`src/rtl/fifo_write_arbiter.sv`:
```
// Round-robin arbiter sharing one buffer write port among four producers with bounded bursts.
// Optional per-producer ack counters on the stats port are enabled by defining FIFO_ARB_STATS_EN.
module fifo_write_arbiter #(
    parameter int DATA_W    = 16,
    parameter int MAX_BURST = 4
) (
    input  logic                  clock,
    input  logic                  reset,
    input  logic [3:0]            req,
    input  logic [4*DATA_W-1:0]   req_data,
    input  logic                  buffer_full,
    output logic [3:0]            ack,
    output logic [3:0]            grant,
    output logic                  busy,
    output logic                  data_1_en,
    output logic [DATA_W-1:0]     data_1
`ifdef FIFO_ARB_STATS_EN
    ,
    output logic [63:0]           stats
`endif
);

    typedef enum logic {
        IDLE  = 1'b0,
        BURST = 1'b1
    } state_t;

    localparam logic [3:0] LP_LAST = 4'(MAX_BURST - 1);

    state_t      r_state;
    logic [1:0]  r_owner;
    logic [3:0]  r_burst_cnt;
    logic [1:0]  r_rr_ptr;
    logic [3:0]  r_grant;
    logic        r_busy;

    state_t      w_state_nxt;
    logic [1:0]  w_owner_nxt;
    logic [3:0]  w_cnt_nxt;
    logic [1:0]  w_rr_nxt;
    logic [1:0]  w_pick;
    logic        w_req_own;
    logic        w_accept;
    logic [DATA_W-1:0] w_data_sel;

    assign w_req_own  = req[r_owner];
    assign w_accept   = (r_state == BURST) && w_req_own && !buffer_full;
    assign w_data_sel = req_data[r_owner*DATA_W +: DATA_W];

    assign ack       = w_accept ? (4'b0001 << r_owner) : 4'b0000;
    assign data_1_en = w_accept;
    assign data_1    = w_accept ? w_data_sel : '0;
    assign grant     = r_grant;
    assign busy      = r_busy;

    // Descending scan so the requester closest to rr_ptr wins.
    always_comb begin
        logic [1:0] idx;
        w_pick = r_rr_ptr;
        idx    = r_rr_ptr;
        for (int k = 3; k >= 0; k--) begin
            idx = r_rr_ptr + 2'(k);
            if (req[idx]) begin
                w_pick = idx;
            end
        end
    end

    always_comb begin
        w_state_nxt = r_state;
        w_owner_nxt = r_owner;
        w_cnt_nxt   = r_burst_cnt;
        w_rr_nxt    = r_rr_ptr;
        case (r_state)
            IDLE: begin
                if (|req) begin
                    w_state_nxt = BURST;
                    w_owner_nxt = w_pick;
                    w_cnt_nxt   = 4'd0;
                end
            end
            BURST: begin
                if (!w_req_own) begin
                    w_state_nxt = IDLE;
                    w_rr_nxt    = r_owner + 2'd1;
                end else if (w_accept) begin
                    w_cnt_nxt = r_burst_cnt + 4'd1;
                    if (r_burst_cnt == LP_LAST) begin
                        w_state_nxt = IDLE;
                        w_rr_nxt    = r_owner + 2'd1;
                    end
                end
            end
            default: w_state_nxt = IDLE;
        endcase
    end

    always_ff @(posedge clock or negedge reset) begin
        if (!reset) begin
            r_state     <= IDLE;
            r_owner     <= 2'd0;
            r_burst_cnt <= 4'd0;
            r_rr_ptr    <= 2'd0;
            r_grant     <= 4'd0;
            r_busy      <= 1'b0;
        end else begin
            r_state     <= w_state_nxt;
            r_owner     <= w_owner_nxt;
            r_burst_cnt <= w_cnt_nxt;
            r_rr_ptr    <= w_rr_nxt;
            r_grant     <= (w_state_nxt == BURST) ? (4'b0001 << w_owner_nxt) : 4'b0000;
            r_busy      <= (w_state_nxt == BURST);
        end
    end

`ifdef FIFO_ARB_STATS_EN
    logic [3:0][15:0] r_stats;

    always_ff @(posedge clock or negedge reset) begin
        if (!reset) begin
            r_stats <= '0;
        end else begin
            for (int i = 0; i < 4; i++) begin
                if (ack[i]) begin
                    r_stats[i] <= r_stats[i] + 16'd1;
                end
            end
        end
    end

    assign stats = r_stats;
`endif

endmodule

```
`config.mk`:
```
export PLATFORM = sky130hd
export DESIGN_NAME = fifo_write_arbiter
export DESIGN_NICKNAME = d
export VERILOG_FILES = /design/src/rtl/fifo_write_arbiter.sv
export SDC_FILE = /design/constraint.sdc
export NUM_CORES = 1
export LEC_CHECK = 0
export ABC_AREA = 1
export BUFFER_PORTS_ARGS = -buffer_cell sky130_fd_sc_hd__buf_4
export CELL_PAD_IN_SITES_DETAIL_PLACEMENT = 0
export CELL_PAD_IN_SITES_GLOBAL_PLACEMENT = 1
export CORE_UTILIZATION = 30
export CTS_BUF_LIST = sky130_fd_sc_hd__clkbuf_4
export CTS_CLUSTER_DIAMETER = 80
export DETAILED_ROUTE_END_ITERATION = 16
export GPL_ROUTABILITY_DRIVEN = 0
export HOLD_SLACK_MARGIN = 0.02
export PLACE_DENSITY_LB_ADDON = 0.1
export SLEW_MARGIN = 20
export SYNTH_ARGS = -nofsm -noshare
export SYNTH_HDL_FRONTEND = slang
export SYNTH_SLANG_ARGS = --single-unit
```
`constraint.sdc`:
```
create_clock -name clock -period 2.55 [get_ports clock]
set_input_delay 0 -clock clock [delete_from_list [all_inputs] [get_ports clock]]
set_output_delay 0 -clock clock [all_outputs]
set_load 0.005 [all_outputs]
```
# Word-level counts from Yosys, hierarchy flattened
# Cells that the tools add are included.
dict set report totals {
  reg_bits 13
  inputBits 71
  output_inout_bits 26
  word_cells 62
}
dict set report op_classes {
  add_sub_neg 5
  magnitude_cmp 5
  n_eq_ne 6
  shifts 3
  mux 31
  n_bitwise 1
  reduce_logical 6
}
# operator count
set op_table {}
lappend op_table {{$shiftx 64x7->16} 1}
lappend op_table {{$mux 4} 5}
lappend op_table {{$mux 2} 9}
lappend op_table {{$mux 16} 1}
lappend op_table {{$lt 2x3->1 const B} 5}
lappend op_table {{$bmux 1 s2} 5}
lappend op_table {{$mux 1} 9}
lappend op_table {{$ne 2x1->1 const B} 4}
lappend op_table {{$pmux 4 s2} 1}
lappend op_table {{$shl 1x2->4 const A} 2}
lappend op_table {{$reduce_and 3->1} 2}
lappend op_table {{$add 2x1->2 const B} 2}
lappend op_table {{$add 2x2->2 const B} 2}
lappend op_table {{$add 4x1->4 const B} 1}
lappend op_table {{$eq 4x2->1 const B} 1}
lappend op_table {{$reduce_or 4->1} 1}
lappend op_table {{$logic_and 1x1->1} 2}
lappend op_table {{$ne 2x2->1 const B} 1}
lappend op_table {{$pmux 1 s2} 1}
lappend op_table {{$logic_not 1->1} 1}
lappend op_table {{$not 1->1} 1}

# Logic depth before layout (Yosys ltp)
dict set report logic_depth {
  depth_word 11
  ltp_mapped 15
  ltp_nobuf 14
}

# Worst setup path before layout
# OpenSTA, ideal clock, no wires.
dict set report synth_timing {
  kind {reg-to-reg}
  start {reg r_owner[1]}
  end {reg r_rr_ptr[1]}
  setup_time_ns 0.122
  t_arrival_ns 1.337
  required_ns 2.428
  setup_slack_ns 1.091
  stages_incl_launch_ff 8
  path_buffers 3
  synth_period_minus_slack_ns 1.459
  cell_sequence {dfrtp_1 -> buf_2 -> inv_2 -> buf_2 -> buf_2 -> ha_1 -> nor2_1 -> a21oi_1}
}
dict set report synth_between {
  elab_chain_cells 6
  elab_cells_between_ends 11
  classes_between {add/sub: 1; eq/ne: 2; mux: 5; reduce/logical: 3}
}
# item line
set synth_lines {}
lappend synth_lines {{start, declared} 31} ;# logic [1:0] r_owner;
lappend synth_lines {{start signal, assigned} 108} ;# r_owner <= w_owner_nxt;
lappend synth_lines {{$bmux 1 s2} 46} ;# assign w_req_own = req[r_owner];
lappend synth_lines {{$mux 1 (not written as such)} 46}
lappend synth_lines {{$logic_and 1x1->1 (2 in a row)} 47} ;# assign w_accept = (r_state == BURST) && w_req_own && !buffer_full;
lappend synth_lines {{$ne 2x1->1 (no line)} n/a}
lappend synth_lines {{$reduce_and 3->1 (no line)} n/a}
lappend synth_lines {{end signal, assigned} 110} ;# r_rr_ptr <= w_rr_nxt;
lappend synth_lines {{end, declared} 33} ;# logic [1:0] r_rr_ptr;
# Parallel ways exist; a longest one is shown, timed or not. The select of a mux whose other input is x is not followed.
# A chain may end at the register's enable or synchronous reset.

# Worst setup path after layout
dict set report layout_timing {
  start {reg r_owner[1]}
  end {out data_1[12]}
}
dict set report layout_between {
  elab_chain_cells 5
  elab_cells_between_ends 6
  classes_between {shift: 1; mux: 3; reduce/logical: 2}
}
# item line
set layout_lines {}
lappend layout_lines {{branches (longest 4 deep; another with $shiftx 64x7->16)} n/a}
lappend layout_lines {{$mux 16 *} 52} ;# assign data_1 = w_accept ? w_data_sel : '0;
lappend layout_lines {{end, declared} 16} ;# output logic [DATA_W-1:0] data_1
# Mark *: on every way between the ends. The select of a mux whose other input is x is not followed.

==> reports/summary.txt <==
cell row count = 25
fraction of the cycle the final worst path needs = 75.6%
setup tns final = 0 ns
Antenna Nets Post-Route = 0
Synth top area share = 21.9%
CTS tree = done
largest net degree at the start of global routing = 38
Antenna Cells = 0
synth unique cells = 25
Mapped Avg Cell Area = 5.91 um2
Area Overhead vs Synth = 53.3%
Worst-path clk slew = 0.09 ns
Die W = 72.3 um
CTS max path bufs = 2
Max Cap Violations = 0
cell type group with the largest total delay on the critical path = flip-flops
VDD IR max = 575 uV
CTS sink count = 13
post-layout util = 47.8%
Worst slew margin = 55.1%
Critical-path top delay cell = dfrtp_1
WL/cell = 12.0 um
Seq/Total Area, Yosys = 21.9%
Area after DPL = 0.00224 mm2
Slew Viols, Final = 0
share of cells above drive strength 1 = 37.5%
highest cell delay on the worst timing path = 0.78 ns
DR vias = 1880
worst path bufs/invs = 3
IO buf count = 96
global-route wire length before repair = 7540 um
Final setup viols = 0
Post-route DRC = 0
leak pwr = 1.18 nW
drt pass-1 iters = 4
syn nets = 327
Setup crit end kind = output pin
commonest non-fill, non-tap cells in the layout = 99 x buf_4, 73 x nor2_1, 34 x nand2_1
crit-path cells = inv_2 -> buf_4 -> nor2_1 -> o21ai_0 -> a21oi_1 -> buf_4
highest clock rate = 0.519 GHz
Required @ worst endpoint = 2.55 ns
initial core utilization = 31.2%
Core Footprint = 0.00475 mm2
die span in y = 72.3 um
post-synthesis register bit count = 13
Hold Violations, Final = 0
H-tree levels = 1
RSZ-0062 raised after global routing = false
critical path fanouts, max = 20
Ports = 97
synth warn = 0
Least-Margin Pin Slew = 0.673 ns
Synth area leader = dfrtp_1
total track usage = 18.0%
die area = 0.00523 mm2
Hold WC Path Type = input pin to async pin
gr ovfl total = 0
post-route cell area = 0.00227 mm2
synthesized cell area = 0.00148 mm2
CTS root buf = clkbuf_4
iteration-0 DRC count of the detailed router = 106
worst-skew pair later-pin latency = 0.28 ns
WL final = 4900 um
CP arrival = 1.93 ns
Pwr Density = 944 mW/mm2
largest cells by area after synthesis = dfrtp_1 22%, nor2_1 18%, o21ai_0 11%
minimum clock period = 1.93 ns
kind of critical path = register to output pin
CP startpoint kind = register
Worst path most repeated cell = buf_4
fin nets = 418
initial antenna violation count = 0
Post-DP HPWL = 3660 um
CTS Buf Count = 3
commonest non-fill, non-tap cell in the layout = buf_4
clk_skew = 0.0117 ns
run status = complete, no violations
Syn Inst Count = 251
number of global-route vias before repair = 1659
Via density = 4.61
==> synth_stat cells <==
| cell | instances |
|---|---|
| nand2_8 | 1 |
| nand2_4 | 1 |
| ha_1 | 5 |
| a31oi_1 | 1 |
| inv_6 | 1 |
| o21ai_1 | 3 |
| a22o_1 | 1 |
| mux2i_1 | 1 |
| buf_6 | 2 |
| inv_1 | 16 |
| nand2_2 | 10 |
| clkbuf_1 | 7 |
| nand2_1 | 34 |
| nand4_1 | 2 |
| inv_4 | 2 |
| buf_2 | 5 |
| nand3_1 | 9 |
| nor2_2 | 2 |
| nor2_1 | 73 |
| a21oi_1 | 21 |
| o21ai_0 | 33 |
| inv_2 | 4 |
| dfrtp_1 | 13 |
| o21ai_4 | 2 |
| o21ai_2 | 2 |
==> layer usage <==
layer | up-vias | GRT usage (%) | wire, um
met3 | 4 | 2.78 | 386
li1 | 986 | - | -
met5 | - | 0 | 0
met2 | 77 | 29.7 | 2160
met4 | 0 | 3.27 | 25
met1 | 813 | 24.9 | 2330
==> timing repair <==
item,in CTS,in global routing
hold buffers,1,0
gates resized for setup,0,0
hold endpoints to repair,13,0
endpoints found under the setup margin,0,0
buffers inserted,0,0
==> worst paths after layout <==
check | end | startpoint | slack [ns] | depth (start not counted)
max | data_1[12] | r_owner[1] | 0.62 | 6
min | r_burst_cnt[0] | reset | 0.1 | 2
max reg2reg | grant[1] | r_owner[1] | 0.70 | 9
min reg2reg | r_burst_cnt[0] | r_burst_cnt[0] | 0.52 | 1
max in group asynchronous | r_burst_cnt[1] | reset | 2.28 | 2
min in group clock | r_burst_cnt[0] | buffer_full | 0.19 | 4
==> cell families (layout without fill, tap and decap cells) <==
kind of cell | after synthesis | in the layout | share of synthesized area (%)
buffers and inverters | 37 | 127 | 11.5
and+or+nand+nor | 132 | 132 | 38.1
adders and majority gates | 5 | 5 | 4.22
muxes | 1 | 1 | 0.675
AOI/OAI and AO/OA | 63 | 63 | 23.6
DFF | 13 | 13 | 21.9
==> power by group <==
group | internal (mW) | switching [mW] | total, mW
logic | 0.663 | 0.949 | 1.61
registers | 0.280 | 0.127 | 0.407
clock network | 0.0580 | 0.0704 | 0.128
==> metrics by stage <==
stage | worst slack (ns) | total power, mW | cells | hold slack, ns
2_1_floorplan | 1.09 | 1.57 | 251 | -0.296
3_3_place_gp | 0.764 | 2.03 | 403 | -0.147
3_5_place_dp | 0.700 | 2.04 | 403 | -0.145
4_1_cts | 0.576 | 2.18 | 408 | 0.0928
5_1_grt | 0.410 | 2.40 | 408 | 0.0917
6_report | 0.623 | 2.15 | 408 | 0.0960
==> final cells by class <==
class / count / area (um2)
Fill cell: 528 / 2480
Clock inverter: 1 / 5.00
Multi-Input combinational cell: 201 / 988
Inverter: 23 / 96.3
Tap cell: 67 / 83.8
Sequential cell: 13 / 325
Timing Repair Buffer: 100 / 753
Clock buffer: 3 / 22.5
==> flip-flops by register name, summed over array words and instances, names as in the netlist <==
name / cells
busy: 1
grant: 4
r_owner: 2
r_burst_cnt: 4
r_rr_ptr: 2
No activity file was read; power rests on OpenSTA's default activity.
